File: src/rtl/pes_fixed_pkg.sv
// Shared definitions for the signed fixed-point arithmetic blocks.
package pes_fixed_pkg;

  // Default operand width; products are 2*W_DEF bits wide.
  localparam int W_DEF = 8;

  // Saturation limits for a W_DEF-bit signed result.
  localparam logic signed [W_DEF-1:0] QMAX = {1'b0, {(W_DEF-1){1'b1}}};
  localparam logic signed [W_DEF-1:0] QMIN = {1'b1, {(W_DEF-1){1'b0}}};

  // Divider control states.
  typedef enum logic [1:0] {
    IDLE = 2'd0,
    CALC = 2'd1,
    FIX  = 2'd2,
    DONE = 2'd3
  } fdiv_state_e;

  // Magnitude of a signed value. The most negative input maps to its true
  // positive magnitude because the result is read as unsigned.
  function automatic logic [31:0] abs_u(input logic signed [31:0] v);
    return v[31] ? unsigned'(-v) : unsigned'(v);
  endfunction

endpackage

File: src/rtl/pes_fdiv_step.sv
// One restoring-division step: shift in a dividend bit, trial-subtract the
// divisor magnitude, keep or restore, and emit the quotient bit.
module pes_fdiv_step
  import pes_fixed_pkg::*;
#(
  parameter int W = W_DEF
) (
  input  logic [W:0] i_rem,
  input  logic       i_bit,
  input  logic [W:0] i_dsr,
  output logic [W:0] o_rem,
  output logic       o_q
);

  logic [W+1:0] w_shifted;
  logic [W+1:0] w_diff;

  // Trial subtraction one bit wider than the remainder so the borrow is visible.
  always_comb begin
    w_shifted = {i_rem, i_bit};
    w_diff    = w_shifted - {1'b0, i_dsr};
    o_q       = ~w_diff[W+1];
    o_rem     = o_q ? w_diff[W:0] : w_shifted[W:0];
  end

endmodule

File: src/rtl/pes_fdiv.sv
// Sequential signed fixed-point divider: 2W-bit dividend by W-bit divisor,
// one quotient bit per clock, saturating quotient, sign-of-dividend remainder.
module pes_fdiv
  import pes_fixed_pkg::*;
#(
  parameter int W = W_DEF
) (
  input  logic                  clk,
  input  logic                  reset,
  input  logic                  in_valid,
  output logic                  in_ready,
  input  logic signed [2*W-1:0] dividend,
  input  logic signed [W-1:0]   divisor,
  output logic                  out_valid,
  input  logic                  out_ready,
  output logic signed [W-1:0]   quotient,
  output logic signed [W-1:0]   remainder,
  output logic                  overflow,
  output logic                  div_by_zero
);

  localparam int LAT = 2*W + 1;
  localparam int CW  = $clog2(2*W);
  localparam logic [CW-1:0] L_CNT_LOAD = CW'(LAT - 2);

  localparam logic [2*W-1:0]   L_POS_LIM = (2*W)'((1 << (W-1)) - 1);
  localparam logic [2*W-1:0]   L_NEG_LIM = (2*W)'(1 << (W-1));
  localparam logic signed [W-1:0] L_QMAX = {1'b0, {(W-1){1'b1}}};
  localparam logic signed [W-1:0] L_QMIN = {1'b1, {(W-1){1'b0}}};

  fdiv_state_e r_state;
  fdiv_state_e w_next_state;

  // Working register: dividend bits shift out the top, quotient bits in the bottom.
  logic [2*W-1:0] r_work;
  logic [W:0]     r_rem;
  logic [W:0]     r_dsr;
  logic           r_sign_q;
  logic           r_sign_r;
  logic           r_zero;
  logic [CW-1:0]  r_cnt;

  logic                r_out_valid;
  logic signed [W-1:0] r_quotient;
  logic signed [W-1:0] r_remainder;
  logic                r_overflow;
  logic                r_div_by_zero;

  logic [2*W-1:0]      w_dvd_abs;
  logic [W:0]          w_dsr_abs;
  logic [W:0]          w_step_rem;
  logic                w_step_q;
  logic                w_q_sat;
  logic [W-1:0]        w_rem_mag;
  logic signed [W-1:0] w_fix_quot;
  logic signed [W-1:0] w_fix_rem;
  logic                w_fix_ovf;

  assign w_dvd_abs = (2*W)'(abs_u(32'(dividend)));
  assign w_dsr_abs = (W+1)'(abs_u(32'(divisor)));

  pes_fdiv_step #(.W(W)) u_step (
    .i_rem (r_rem),
    .i_bit (r_work[2*W-1]),
    .i_dsr (r_dsr),
    .o_rem (w_step_rem),
    .o_q   (w_step_q)
  );

  // State register.
  always_ff @(posedge clk) begin
    // NOTE: sequential state uses non-blocking assignments so every register
    // in the design samples pre-edge values regardless of block ordering.
    if (reset) r_state <= IDLE;
    else       r_state <= w_next_state;
  end

  // Next-state logic.
  always_comb begin
    // NOTE: the default comes first so no path through the case leaves the
    // signal unassigned, which would otherwise infer a latch.
    w_next_state = r_state;
    case (r_state)
      IDLE:    if (in_valid)      w_next_state = CALC;
      CALC:    if (r_cnt == '0)   w_next_state = FIX;
      FIX:                        w_next_state = DONE;
      DONE:    if (out_ready)     w_next_state = IDLE;
      default:                    w_next_state = IDLE;
    endcase
  end

  // Signed result, saturation and divide-by-zero override, evaluated for FIX.
  always_comb begin
    w_rem_mag  = r_rem[W-1:0];
    w_q_sat    = r_sign_q ? (r_work > L_NEG_LIM) : (r_work > L_POS_LIM);
    w_fix_quot = r_sign_q ? -r_work[W-1:0] : r_work[W-1:0];
    w_fix_rem  = r_sign_r ? -w_rem_mag : w_rem_mag;
    w_fix_ovf  = 1'b0;
    if (r_zero) begin
      w_fix_quot = r_sign_r ? L_QMIN : L_QMAX;
      w_fix_rem  = '0;
    end else if (w_q_sat) begin
      w_fix_quot = r_sign_q ? L_QMIN : L_QMAX;
      w_fix_ovf  = 1'b1;
    end
  end

  // Datapath: operand capture, iteration, result registers and out_valid.
  always_ff @(posedge clk) begin
    if (reset) begin
      r_work        <= '0;
      r_rem         <= '0;
      r_dsr         <= '0;
      r_sign_q      <= 1'b0;
      r_sign_r      <= 1'b0;
      r_zero        <= 1'b0;
      r_cnt         <= '0;
      r_out_valid   <= 1'b0;
      r_quotient    <= '0;
      r_remainder   <= '0;
      r_overflow    <= 1'b0;
      r_div_by_zero <= 1'b0;
    end else begin
      case (r_state)
        IDLE: begin
          if (in_valid) begin
            r_work   <= w_dvd_abs;
            r_dsr    <= w_dsr_abs;
            r_sign_q <= dividend[2*W-1] ^ divisor[W-1];
            r_sign_r <= dividend[2*W-1];
            r_zero   <= (divisor == '0);
            r_rem    <= '0;
            r_cnt    <= L_CNT_LOAD;
          end
        end
        CALC: begin
          r_rem  <= w_step_rem;
          r_work <= {r_work[2*W-2:0], w_step_q};
          r_cnt  <= r_cnt - CW'(1);
        end
        FIX: begin
          r_quotient    <= w_fix_quot;
          r_remainder   <= w_fix_rem;
          r_overflow    <= w_fix_ovf;
          r_div_by_zero <= r_zero;
          r_out_valid   <= 1'b1;
        end
        DONE: begin
          if (out_ready) r_out_valid <= 1'b0;
        end
        default: ;
      endcase
    end
  end

  assign in_ready    = (r_state == IDLE);
  assign out_valid   = r_out_valid;
  assign quotient    = r_quotient;
  assign remainder   = r_remainder;
  assign overflow    = r_overflow;
  assign div_by_zero = r_div_by_zero;

endmodule

File: config.mk
export PLATFORM = sky130hd
export DESIGN_NAME = pes_fdiv
export DESIGN_NICKNAME = d
export VERILOG_FILES = /design/src/rtl/pes_fixed_pkg.sv /design/src/rtl/pes_fdiv_step.sv /design/src/rtl/pes_fdiv.sv
export SDC_FILE = /design/constraint.sdc
export NUM_CORES = 1
export LEC_CHECK = 0
export CAP_MARGIN = 25
export CORE_ASPECT_RATIO = 0.6
export CORE_MARGIN = 1
export CORE_UTILIZATION = 55
export CTS_BUF_LIST = sky130_fd_sc_hd__clkbuf_2
export DETAILED_ROUTE_END_ITERATION = 16
export GPL_ROUTABILITY_DRIVEN = 0
export MAX_ROUTING_LAYER = met4
export PLACE_DENSITY = 0.87
export SLEW_MARGIN = 20
export SYNTH_ARGS = -nofsm -noshare
export SYNTH_HDL_FRONTEND = slang
export SYNTH_HIERARCHICAL = 1
export SYNTH_SLANG_ARGS = --single-unit
export TNS_END_PERCENT = 10
File: constraint.sdc
create_clock -name clk -period 2.6 [get_ports clk]
set_input_delay 0.78 -clock clk [delete_from_list [all_inputs] [get_ports clk]]
set_output_delay 0.78 -clock clk [all_outputs]
set_load 0.005 [all_outputs]
==> impl_metrics.ini <==
[yosys]
synth_edf_count = 0
ys_dominant_reg_cell = dfxtp_1
synthesis.nets = 532
ys_seq_area_share_pct = 32.0
yosysTopAreaCell = dfxtp_1
syn_area_mm2 = 0.00388
netlist_top_cells_area = dfxtp_1 (32%), ha_1 (5.8%), nor2_1 (5.0%)
synth_cell_type_count = 59
yosysTopAreaCellShare_pct = 32.0
ys_warn_count = 6
synth_area_per_cell_um2 = 8.00
synth-seq-cells = 62
ys_async_sr_fraction_pct = 0
syn_inst = 485

[worst_hold_path]
hp-class = reg2reg

[sta]
min_period_ps = 2490
rsz0062_at_grt = no
tightest_slew_ps = 739
whs_ps = 485
hold_viol_final = 0
slew_headroom_pct = 50.8
fmax_ghz = 0.402
setup_slack_ps = 114
maxSlewViolCount = 0
setup_viol = 0
skew_ps = 20.8
period_share_pct = 95.6

[worst_setup_path]
crit_type = reg2out
critPathMaxFanout = 7
cp.arrival_ps = 1710
crit_path_end_kind = primary output
cp-start-kind = flop
worstPathRequired_ps = 1820
crit_path_top_delay_cell = clkdlybuf4s50_1
crit_path_max_incr_delay_ps = 500
crit_chain = inv_1 > ha_4 > clkdlybuf4s50_1

[floorplan]
start_util_pct = 57.6
ios = 48
die_x_um = 110
core-area_mm2 = 0.00673
num_rows = 23
fp.dieH_um = 67.1
die_area_mm2 = 0.00741

[detailed_routing]
drt-total-wl_um = 10200
via_per_inst = 5.99
wl_met1_um = 4800
vias = 3813
routedWlPerCell_um = 16.0
ant_nets = 0
route.detailed.drc = 0
drtIter0Drc = 379
drtPass1Iterations = 5
routed.top_layer = met4
wl_met3_um = 938
wl_met2_um = 4300

[power_and_ir_drop]
pwr-share-seq_pct = 27.5
power_density_mw_per_mm2 = 1180
ir_drop_v = 0.000804
internal-power_uw = 3070
clockPowerShare_pct = 10.4
p_sw_uw = 2490
comb_power_share_pct = 62.1
power_leakage_uw = 0.00184
p_sw_share_pct = 44.7

[placed_design]
io_buffer_count = 47
place_ws_ps = -274
dpl.hpwl_um = 7580

[layout]
drive_gt1_share_pct = 12.0
area_growth_pct = 21.5
antenna_cells = 0
final_util_pct = 70.0
nNetsFinal = 592

[global_route]
antenna_found_initial = 0
grt_pass1_vias = 3403
gr-total-overflow = 0
grt_max_degree = 40
grt_use_total_pct = 30.0
grt_pass1_wl_um = 16800

[clocking]
cts_sinks = 62
clk_path_buf_depth = 2
cts_root_buffer = clkbuf_2
clk_pin_slew_worst_paths_ps = 170
htreeDepth = 3
cts_buffers = 9
cts_setup_buffers = 0
cts_tree = built
clkLatencyLatePin_ps = 520

[job]
cap_violations = 0

[outcome]
status = completed
## critical path, delay by kind of cell (launching register included)
family / cells / cell delay, ps
buffers and inverters: 2 / 630
flip-flops: 1 / 370
adder cells (fa/ha/maj): 1 / 190
## metal layers
metal	up-vias	global-route usage, %
li1	1845	-
met1	1760	39.1
met2	189	44.6
met3	19	9.28
met4	0	8.83
met5	-	-
## cells in the mapped netlist, types with 6 or more instances
master and number:
a21oi_1 34, o31ai_1 11, nor3_1 7, xor2_1 12, clkbuf_1 26, a22oi_1 17, nand3_1 6, inv_1 33
o21ai_0 24, a211oi_1 13, dfxtp_1 62, nand2b_1 10, mux2_4 7, ha_1 18, nor2_1 52, or3_1 7
xnor2_1 20, nand2_1 39, mux2i_1 6
## registers in the layout (all words and copies together) (netlist names), 2 cells and up
signal,count
r_work,16
r_dsr,9
r_rem,9
quotient,8
remainder,8
r_cnt,4
r_state,2
## repair_timing
action                                  4_1_cts  5_1_grt
gates resized for setup                       1        2
cloned                                        0        0
hold endpoints to repair                      0        0
endpoints found under the setup margin        1        3
hold buffers                                  0        0
## power by group through the flow
stage / Clock (uW) / Sequential, uW / Combinational, uW
floorplan: 0 / 1430 / 2490
global placement: 0 / 1520 / 3170
detailed placement: 0 / 1530 / 3310
CTS: 581 / 1510 / 3330
global route: 627 / 1560 / 3770
finish: 578 / 1530 / 3450
## per-stage QoR
step,total power (uW),instance area (um^2),instances,setup TNS [ps]
finish,5560,4710,637,0
detailed placement,4850,4590,621,-1100
global route,5960,4710,637,0
floorplan,3920,3880,485,0
global placement,4690,4590,621,-668
CTS,5430,4700,637,0
## cell type report
type,instances,area [um^2]
inverters,34,133
clock inverters,6,52.6
repair buffers,80,726
well taps,87,109
flip-flops and latches,62,1240
multi-input cells,358,2400
fillers,551,2020
clock buffers,10,50.0
## cell usage in the layout, fill, tap and decap left out, types with 4 or more instances in the layout
| cell | instances |
|---|---|
| nand2_1 | 39 |
| mux2i_1 | 6 |
| o31ai_1 | 11 |
| dfxtp_1 | 62 |
| nor4_1 | 5 |
| nor2_1 | 52 |
| a22oi_1 | 17 |
| a211oi_1 | 13 |
| buf_4 | 32 |
| ha_1 | 17 |
| nand3_1 | 6 |
| mux2_4 | 7 |
| a21oi_1 | 34 |
| and3_1 | 4 |
| clkinv_1 | 4 |
| nor3_1 | 7 |
| xnor2_1 | 20 |
| clkbuf_2 | 10 |
| o21ai_0 | 24 |
| nand2b_1 | 10 |
| clkdlybuf4s50_1 | 46 |
| o22ai_1 | 5 |
| inv_1 | 33 |
| o211ai_1 | 4 |
| or3_1 | 7 |
| xor2_1 | 12 |
| a21o_1 | 4 |
## cell families (layout without fill, tap and decap cells)
logic type	Yosys count	after routing	share of synthesized area, %
compound gates	141	141	24.5
xor+xnor	32	32	7.22
fa+ha+maj	19	19	6.32
buf+inv	65	130	6.64
flops	62	62	32.0
mux	13	13	4.26
simple gates	153	153	19.1
## path summary, 6_finish.rpt
check	startpoint	to	slack, ps	depth (start not counted)
worst min-delay path	r_dsr[0]	r_dsr[0]	480	2
worst max register to register	r_dsr[4]	r_rem[7]	200	10
worst max-delay path	r_state[0]	in_ready	110	3
worst min register to register	r_dsr[0]	r_dsr[0]	480	2
Note: power is estimated with default switching activity, not from simulation.
